### config.mk
export PLATFORM = sky130hd
export DESIGN_NAME = parking_gate_arbiter
export DESIGN_NICKNAME = d
export VERILOG_FILES = /design/src/rtl/parking_gate_arbiter.sv
export SDC_FILE = /design/constraint.sdc
export NUM_CORES = 1
export LEC_CHECK = 0
export ABC_AREA = 1
export BUFFER_PORTS_ARGS = -buffer_cell sky130_fd_sc_hd__buf_2
export CAP_MARGIN = 30
export CORE_UTILIZATION = 35
export DETAILED_ROUTE_END_ITERATION = 12
export PLACE_DENSITY = 0.58
export RECOVER_POWER = 25
export SLEW_MARGIN = 20
export SYNTH_ARGS = -nofsm -noshare
export SYNTH_HDL_FRONTEND = slang
export SYNTH_SLANG_ARGS = --single-unit
### constraint.sdc
create_clock -name clk -period 1.55 [get_ports clk]
set_input_delay 0.2325 -clock clk [delete_from_list [all_inputs] [get_ports clk]]
set_output_delay 0.2325 -clock clk [all_outputs]
set_load 0.005 [all_outputs]
### src/rtl/parking_gate_arbiter.sv
// Arbiter for the shared entry/exit lane: opens one gate at a time, assigns the
// lowest free spot to each entering car and keeps saturating entry/exit totals.
module parking_gate_arbiter #(
  parameter int unsigned TIMEOUT = 20,  // max open cycles while the car stays on its loop
  parameter int unsigned GUARD   = 2    // closed cycles after a gate cycle before IDLE
) (
  input  logic       clk,
  input  logic       rst,
  input  logic [3:0] hour,
  input  logic       arrive_req,
  input  logic       depart_req,
  input  logic [2:0] spot,
  output logic       gate_in_open,
  output logic       gate_out_open,
  output logic [1:0] grant_spot,
  output logic       lot_full,
  output logic [7:0] entries,
  output logic [7:0] exits
);

  typedef enum logic [1:0] {StIdle, StInOpen, StOutOpen, StGuard} state_e;

  localparam logic       DirEntry    = 1'b0;
  localparam logic       DirExit     = 1'b1;
  localparam logic [1:0] NoSpot      = 2'd3;
  localparam logic [3:0] DayEnd      = 4'd8;
  // Timer holds the number of cycles already spent in the state, so the last
  // cycle is reached at value N-1.
  localparam logic [7:0] TimeoutLast = 8'(TIMEOUT - 1);
  localparam logic [7:0] GuardLast   = 8'(GUARD - 1);

  state_e     state_q, state_d;
  logic [7:0] timer_q, timer_d;
  logic       last_dir_q, last_dir_d;
  logic [1:0] grant_q, grant_d;
  logic [7:0] entries_q, entries_d;
  logic [7:0] exits_q, exits_d;
  logic [1:0] free_spot;
  logic       entry_ok;

  assign lot_full = &spot;
  assign entry_ok = arrive_req && !lot_full && (hour != DayEnd);

  // Lowest unoccupied spot; only consulted when the lot is not full.
  always_comb begin
    free_spot = NoSpot;
    if (!spot[0])      free_spot = 2'd0;
    else if (!spot[1]) free_spot = 2'd1;
    else if (!spot[2]) free_spot = 2'd2;
  end

  // Next-state logic: arbitration, open/guard timing and counter updates.
  always_comb begin
    state_d    = state_q;
    timer_d    = timer_q + 8'd1;
    last_dir_d = last_dir_q;
    grant_d    = grant_q;
    entries_d  = entries_q;
    exits_d    = exits_q;
    unique case (state_q)
      StIdle: begin
        timer_d = '0;
        // On a tie, the direction not served last time wins.
        if (entry_ok && (!depart_req || last_dir_q == DirExit)) begin
          state_d    = StInOpen;
          last_dir_d = DirEntry;
          grant_d    = free_spot;
        end else if (depart_req) begin
          state_d    = StOutOpen;
          last_dir_d = DirExit;
        end
      end
      StInOpen: begin
        if (!arrive_req) begin
          state_d = StGuard;
          timer_d = '0;
          if (entries_q != 8'hFF) entries_d = entries_q + 8'd1;
        end else if (timer_q == TimeoutLast) begin
          state_d = StGuard;
          timer_d = '0;
        end
      end
      StOutOpen: begin
        if (!depart_req) begin
          state_d = StGuard;
          timer_d = '0;
          if (exits_q != 8'hFF) exits_d = exits_q + 8'd1;
        end else if (timer_q == TimeoutLast) begin
          state_d = StGuard;
          timer_d = '0;
        end
      end
      StGuard: begin
        if (timer_q == GuardLast) begin
          state_d = StIdle;
          timer_d = '0;
          grant_d = NoSpot;
        end
      end
      default: begin
        state_d = StIdle;
        timer_d = '0;
      end
    endcase
  end

  // State and counter registers with synchronous reset.
  always_ff @(posedge clk) begin
    if (rst) begin
      state_q    <= StIdle;
      timer_q    <= '0;
      last_dir_q <= DirExit;
      grant_q    <= NoSpot;
      entries_q  <= '0;
      exits_q    <= '0;
    end else begin
      state_q    <= state_d;
      timer_q    <= timer_d;
      last_dir_q <= last_dir_d;
      grant_q    <= grant_d;
      entries_q  <= entries_d;
      exits_q    <= exits_d;
    end
  end

  assign gate_in_open  = (state_q == StInOpen);
  assign gate_out_open = (state_q == StOutOpen);
  assign grant_spot    = grant_q;
  assign entries       = entries_q;
  assign exits         = exits_q;

endmodule

==> results.json <==
{
  "initial_core_util_pct": 37.7,
  "cts_resized": 1,
  "io_pins": 32,
  "vias": 1464,
  "grt_pass1_wl_um": 5520,
  "cts-buffers-inserted": 5,
  "netlist_area_sq_um": 1560,
  "hp-class": "primary input to flip-flop",
  "skew_ns": 0.00621,
  "start_kind": "flip-flop",
  "ant_nets": 0,
  "dieArea_sq_um": 4740,
  "first_iter_violations": 83,
  "vias_per_cell": 4.52,
  "irDropWorstVdd_v": 0.000559,
  "first_pass_iters": 4,
  "antenna_found_initial": 0,
  "syn_to_final_growth_pct": 23.4,
  "cts.sinks": 29,
  "synth_nets": 244,
  "avgSynthCellArea_sq_um": 6.83,
  "syn_inst": 229,
  "portBuffers": 31,
  "synth-edff-count": 0,
  "synth-seq-cells": 29,
  "p_comb_share_pct": 17.1,
  "tightest_slew_ns": 0.308,
  "diodes": 0,
  "cts_buffer_depth": 2,
  "gp_congestion": 0.797,
  "layout-drive-gt1-share_pct": 21.5,
  "rrSetupSlack_ns": 0.15,
  "post-route-period-util_pct": 90.5,
  "power_frac_seq_pct": 45.3,
  "htree_levels": 2,
  "fin_setup_tns_ns": 0,
  "fillers": 452,
  "die_y_um": 68.8,
  "crit_required_ns": 1.77,
  "setup_viol": 0,
  "power.internal_uw": 1310,
  "drc": 0,
  "cts_root_buffer": "clkbuf_8",
  "fin_nets": 288,
  "cp_slowest_stage_delay_ns": 0.39,
  "p_sw_uw": 505,
  "min_period_ns": 1.40,
  "worstPathCellList": "ha_2 -> nand3_1 -> nor2_2 -> nand2_1 -> nand2_4 -> buf_4 -> nand2_1 -> a21oi_2",
  "yosysMostFrequentCell": "nand2_1",
  "post_drt_wl_per_cell_um": 10.1,
  "die_w_um": 68.8,
  "criticalPathCategory": "flip-flop to flip-flop",
  "synth.area.top_cells": "dfxtp_1 (37%), nand2_1 (15%), nor2_1 (7.9%)",
  "grtUsageTotal_pct": 16.1,
  "core_sq_um": 4140,
  "drv_slew": 0,
  "rsz0062_at_grt": "false",
  "cts_tree": "yes",
  "cp.arrival_ns": 1.62,
  "clock.fmax_mhz": 713,
  "post-route-util_pct": 46.6,
  "synth_cell_types": 25,
  "cts-hold-fix-buffers": 0,
  "seq_area_frac_synth_pct": 37.1,
  "num_rows": 23,
  "hold_viol_final": 0,
  "clkPwrFrac_pct": 37.6,
  "path_max_fanout": 8,
  "ys.flop_type": "dfxtp_1",
  "insertion_delay_ns": 0.28,
  "async_flop_share_pct": 0,
  "synth_common_cells": "nand2_1 (64), nor2_1 (33), dfxtp_1 (29)",
  "synth_top_area_cell": "dfxtp_1",
  "grt_max_degree": 13,
  "max_cap_violations": 0,
  "relSlewSlack_pct": 79.4,
  "cts_setup_buffers": 0,
  "leakage_uw": 0.000906,
  "grt_pass1_vias": 1282,
  "drt_wl_total_um": 3270,
  "grt_remaining_overflow": 0,
  "cp-end-kind": "flip-flop",
  "power.density_nw_per_um2": 943,
  "synth.top_cell.area_share_pct": 37.1,
  "status": "complete, no violations",
  "cpMaxStageDelayCell": "dfxtp_1",
  "swShare_pct": 27.8,
  "path_common_cell": "nand2_1",
  "post-dp-hpwl_um": 2480,
  "ys_warn_count": 0,
  "clk_pin_slew_ns": 0.07
}
-- cell usage in the layout (no fill, tap or decap), types with 3 or more instances in the layout --
cell	netlist	routed
buf_2	0	23
nand4_1	3	3
dfxtp_1	29	29
xnor2_1	3	3
nand2_2	4	4
inv_1	24	23
xor2_1	10	10
clkbuf_1	1	7
nand3_1	17	17
ha_1	4	3
nand2_1	64	63
nor2_1	33	33
buf_4	0	8
o21ai_0	9	9
nor3_1	3	3
a21oi_1	9	9
clkbuf_8	0	7
a21oi_2	5	5
-- state kept, by name, indices dropped and copies added (netlist names) --
name        cells
state_q         2
exits           8
last_dir_q      1
grant_spot      2
entries         8
timer_q         8
-- path summary, 6_finish.rpt --
check / from / endpoint / cells after the start
worst max-delay path: entries[0]$_SDFFE_PP0P_ / entries[2]$_SDFFE_PP0P_ / 8
worst min-delay path: spot[0] / grant_spot[0]$_SDFFE_PP1P_ / 5
worst max register to register: entries[0]$_SDFFE_PP0P_ / entries[2]$_SDFFE_PP0P_ / 8
worst min register to register: grant_spot[0]$_SDFFE_PP1P_ / grant_spot[0]$_SDFFE_PP1P_ / 2
-- metrics by stage --
step	setup WS [ns]	cell area, sq um	cells	hold WS [ns]	total power (uW)
3_3_place_gp	0.0821	1830	316	0.451	1150
2_1_floorplan	0.250	1560	229	0.396	1040
6_report	0.148	1930	324	0.316	1820
5_1_grt	0.0152	1930	324	0.348	1930
3_5_place_dp	0.0272	1830	316	0.447	1150
4_1_cts	0.0945	1930	324	0.310	1850
-- worst max-delay path: cells and delay by family, from the launching register on --
family                     cells  cell delay, ns
AOI/OAI and AO/OA              1            0.11
adders and majority gates      1            0.22
buffers and inverters          1            0.13
DFF                            1            0.39
and+or+nand+nor                5            0.48
-- final cells by class --
class | count | area [sq um] | share of cell area [%]
Clock buffer | 7 | 96.3 | 4.99
Clock inverter | 1 | 5.00 | 0.259
Inverter | 27 | 104 | 5.38
Multi-Input combinational cell | 171 | 875 | 45.3
Sequential cell | 29 | 581 | 30.1
Tap cell | 50 | 62.6 | 3.24
Timing Repair Buffer | 39 | 206 | 10.7
-- routing by layer --
metal	up-vias	GRT usage (%)	share of wire [%]
li1	808	-	-
met1	625	21.2	52
met2	26	23.3	41
met3	5	4.93	4.6
met4	0	8.42	2.1
met5	-	0	0
-- kinds of logic (layout without fill, tap and decap cells) --
family | count (synthesis) | count (layout) | synth area share (%)
and+or+nand+nor | 129 | 129 | 35.2
buffers and inverters | 29 | 74 | 7.60
adders and majority gates | 4 | 4 | 3.20
AOI/OAI and AO/OA | 25 | 25 | 9.60
xor gates and xnor gates | 13 | 13 | 7.28
DFF | 29 | 29 | 37.1
-- power by group through the flow --
stage / clock network, uW / registers (uW) / logic, uW
4_1_cts: 711 / 824 / 315
6_report: 684 / 825 / 311
3_3_place_gp: 0 / 839 / 312
5_1_grt: 738 / 829 / 363
3_5_place_dp: 0 / 839 / 312
2_1_floorplan: 0 / 839 / 197
(Power assumes the default switching activity.)
